`src/rtl/amdchipkill_encoder.sv`:
```
// RS(10,8) chipkill encoder over GF(2^8) (poly 0x11D): 64-bit word in, 80-bit codeword {data, P0, P1} out.
// Latency: codeword_valid rises 9 cycles after the accept cycle (8 byte-serial Horner steps, then DONE).
// Backpressure: holds codeword stable in DONE until codeword_ready; data_ready only in IDLE, so no overlap.
module amdchipkill_encoder (
    input  logic        clk,
    input  logic        rst,
    input  logic [63:0] data_in,
    input  logic        data_valid,
    output logic        data_ready,
    output logic [79:0] codeword_out,
    output logic        codeword_valid,
    input  logic        codeword_ready,
    output logic        busy
);

    typedef enum logic [1:0] {
        IDLE = 2'd0,
        CALC = 2'd1,
        DONE = 2'd2
    } state_t;

    state_t      state;
    logic [63:0] data_reg;
    logic [7:0]  acc0;
    logic [7:0]  acc1;
    logic [2:0]  cnt;
    logic        cw_vld_q;
    logic        busy_q;
    logic [7:0]  sym;

    // Multiply by alpha (0x02) modulo x^8+x^4+x^3+x^2+1.
    function automatic logic [7:0] xtime(input logic [7:0] x);
        xtime = {x[6:0], 1'b0} ^ (x[7] ? 8'h1D : 8'h00);
    endfunction

    // Step k consumes d_(7-k), which sits at data_reg[8k+7:8k]; d7 first so Horner ends on d0.
    always_comb begin
        sym = data_reg[{cnt, 3'b000} +: 8];
    end

    // Encoder FSM with datapath registers and registered handshake flags.
    always_ff @(posedge clk or posedge rst) begin
        if (rst) begin
            state    <= IDLE;
            data_reg <= 64'h0;
            acc0     <= 8'h0;
            acc1     <= 8'h0;
            cnt      <= 3'd0;
            cw_vld_q <= 1'b0;
            busy_q   <= 1'b0;
        end else begin
            case (state)
                IDLE: begin
                    if (data_valid) begin
                        data_reg <= data_in;
                        acc0     <= 8'h0;
                        acc1     <= 8'h0;
                        cnt      <= 3'd0;
                        busy_q   <= 1'b1;
                        state    <= CALC;
                    end
                end
                CALC: begin
                    acc1 <= xtime(acc1) ^ sym;
                    acc0 <= acc0 ^ sym;
                    cnt  <= cnt + 3'd1;
                    if (cnt == 3'd7) begin
                        cw_vld_q <= 1'b1;
                        state    <= DONE;
                    end
                end
                DONE: begin
                    if (codeword_ready) begin
                        cw_vld_q <= 1'b0;
                        busy_q   <= 1'b0;
                        state    <= IDLE;
                    end
                end
                default: begin
                    cw_vld_q <= 1'b0;
                    busy_q   <= 1'b0;
                    state    <= IDLE;
                end
            endcase
        end
    end

    // Output drive: ready only in IDLE and never while reset is held; codeword gated to zero outside DONE.
    always_comb begin
        data_ready     = (state == IDLE) && !rst;
        codeword_valid = cw_vld_q;
        busy           = busy_q;
        codeword_out   = cw_vld_q ? {data_reg, acc0, acc1} : 80'h0;
    end

endmodule

```
`config.mk`:
```
export PLATFORM = sky130hd
export DESIGN_NAME = amdchipkill_encoder
export DESIGN_NICKNAME = d
export VERILOG_FILES = /design/src/rtl/amdchipkill_encoder.sv
export SDC_FILE = /design/constraint.sdc
export NUM_CORES = 1
export LEC_CHECK = 0
export CAP_MARGIN = 10
export CORE_ASPECT_RATIO = 0.5
export CORE_MARGIN = 5
export CORE_UTILIZATION = 50
export CTS_CLUSTER_DIAMETER = 60
export DETAILED_ROUTE_END_ITERATION = 7
export MAX_ROUTING_LAYER = met4
export PLACE_DENSITY = 0.86
export SETUP_SLACK_MARGIN = 0.2
export SYNTH_ARGS = -nofsm -noshare
export SYNTH_HDL_FRONTEND = slang
export SYNTH_SLANG_ARGS = --single-unit
export TNS_END_PERCENT = 5
```
`constraint.sdc`:
```
create_clock -name clk -period 8.05 [get_ports clk]
set_input_delay 1.2075 -clock clk [delete_from_list [all_inputs] [get_ports clk]]
set_output_delay 1.2075 -clock clk [all_outputs]
set_load 0.1 [all_outputs]
```
==> out/metrics.cfg <==
[run_status]
outcome=finished, final reports clean

[worst_setup_path]
cp_cell_sequence=clkdlybuf4s50_1 > nor3_1 > clkdlybuf4s50_1
worstRegToRegCells=4
crit_arrival_ns=2.96
end_kind=output pin
cp.required_ns=6.84
startpoint=rst
crit_path_frequent_cell=clkdlybuf4s50_1
rr_startpoint=cnt[0]$_DFFE_PP0P_
cpPeakStageDelay_ns=1.16
critPathMaxFanout=2
start_kind=input pin
r2r_slack_ns=5.66
r2r-end=acc1[7]$_DFFE_PP0P_
critPathKind=input pin to output pin
slowest_stage=clkdlybuf4s50_1

[synth]
ys_async_sr_fraction_pct=100
ys_ff_latch=87
synthAdderAreaFrac_pct=0.546
synth_top_family_by_area=simple AND/OR/NAND/NOR gates
synth-edff-count=0
synthesis.nets=558
synth_area_leader_cell=dfrtp_1
synth-warning-count=0
syn_inst=488
ys_types=28
ys.flop_type=dfrtp_1
ys_top_cells_by_area=dfrtp_1 (48%), nand2_1 (16%), and2_1 (11%), mux4_1 (4.6%), mux2i_4 (3.9%)
synth_top_area_share_pct=47.5
synth_compound_gate_area_share_pct=4.83
synth_xor_area_share_pct=2.10
yosys.area_share.simple_pct=28.5
postSynthAreaPerCell_um2=9.39
synth_area_um2=4580
ys_seq_area_share_pct=47.5
synth.mux.area_fraction_pct=12.5

[timing]
slew_headroom_pct=18.4
holdWs_ns=0.487
post-route-period-util_pct=51.8
finalMaxSlewViolations=0
grt_setup_unrepaired=no
max_freq_mhz=240
post-route-min-period_ns=4.17
skew_ns=0.00410
finalSetupViolCount=0
finalHoldViolCount=0
setup_ws_ns=3.88
finalSetupTns_ns=0
worst_pin_slew_ns=1.22

[clock_network]
ctsLongestPathBuffers=2
h-tree-depth=3
cts_setup_buffers=0
cts_buffers=9
clock_latency_ns=0.34
path_clk_slew_ns=0.06
ctsResizeCount=0
cts_tree=built
clock-root-buffer=clkbuf_16
hold_buffers=0
cts_sinks=87

[floorplan]
start_util_pct=51.9
die-area_um2=11300
coreArea_um2=8830
rows=24
ioPinCount=151
die_h_um=77.7
chipWidth_um=145

[global_routing]
grt-ovfl-total=0
grt_pass1_wl_um=20300
grt_max_degree=88
grtUsageTotal_pct=23.3
grt_antenna_before_repair=1
grt_pass1_vias=3736

[routing]
vias=3908
drt.antenna.violating_nets=0
drt_iter0_markers=343
wl_um=13200
dr.pass1.iters=5
via_per_inst=5.29
routedWlPerCell_um=17.8
drc=0

[placed_design]
hpwlAfterDp_um=9220
place_congestion=0.878
pre_cts_slack_ns=3.89
portBuffers=150

[cells_and_area]
finalNetCount=686
largest_reg_flops=64
final_cell_mix=nand2_1 (193), clkdlybuf4s50_1 (150), dfrtp_1 (86)
area_delta_synth_final_pct=40.6
final_layout_size_suffix_gt1_share_pct=6.28
final_core_util_pct=72.9
final_common_cell=nand2_1

[job]
cap_viol_max_count=0

[hold_path]
whs_path_depth=1
hp-start=acc0[5]$_DFFE_PP0P_
hold_class=register to register
hold_end=acc0[5]$_DFFE_PP0P_

## layer usage
metal	GRT usage, %	share of wire [%]
met2	34.9	48
met5	-	0
met1	31.6	44
met4	7.54	2.1
met3	5.82	6.2
## stage by stage
| stage | instances | cell area [um^2] |
|---|---|---|
| after floorplan | 488 | 4580 |
| after global placement | 721 | 6090 |
| after detailed placement | 721 | 6090 |
| after CTS | 737 | 6410 |
| after global routing | 739 | 6440 |
| final | 739 | 6440 |
## cell type report
type,count,area [um^2]
inverters,6,23.8
clock buffers,11,243
repair buffers,153,1540
fillers,635,2390
diodes,1,2.50
clock inverters,5,81.3
well taps,117,146
flip-flops and latches,87,2180
multi-input cells,359,2220
## worst max-delay path: cells and delay by family
family        cells  cell delay, ns
buf+inv           2            1.60
simple gates      1            0.15
## Yosys cell counts (2+ instances only)
| cell | instances |
|---|---|
| xor2_1 | 5 |
| mux2i_4 | 8 |
| mux4_1 | 8 |
| mux4_2 | 8 |
| o21ai_1 | 7 |
| xnor2_1 | 6 |
| o31ai_1 | 9 |
| o211ai_1 | 8 |
| clkbuf_1 | 31 |
| inv_1 | 6 |
| o21ai_0 | 4 |
| nand2_1 | 194 |
| nand3_1 | 12 |
| and2_1 | 81 |
| ha_1 | 2 |
| dfrtp_1 | 87 |
## logic make-up after synthesis
family,Yosys count
AND/OR/NAND/NOR,289
flip-flops,87
buffers and inverters,42
AO/OA/AOI/OAI,33
multiplexers,24
XOR/XNOR,11
adder cells (fa/ha/maj),2
## how the worst max path moves through the flow
stage,to,slack (ns),depth (start not counted)
6_report,data_ready,3.88,3
3_3_place_gp,data_ready,3.90,3
3_5_place_dp,data_ready,3.89,3
5_1_grt,codeword_out[53],3.82,2
4_1_cts,data_ready,3.88,3
2_1_floorplan,data_ready,3.61,1
Power is left out: the tool's default activity adds up to more than one toggle a clock period on the data nets, which glitch-free logic cannot reach.
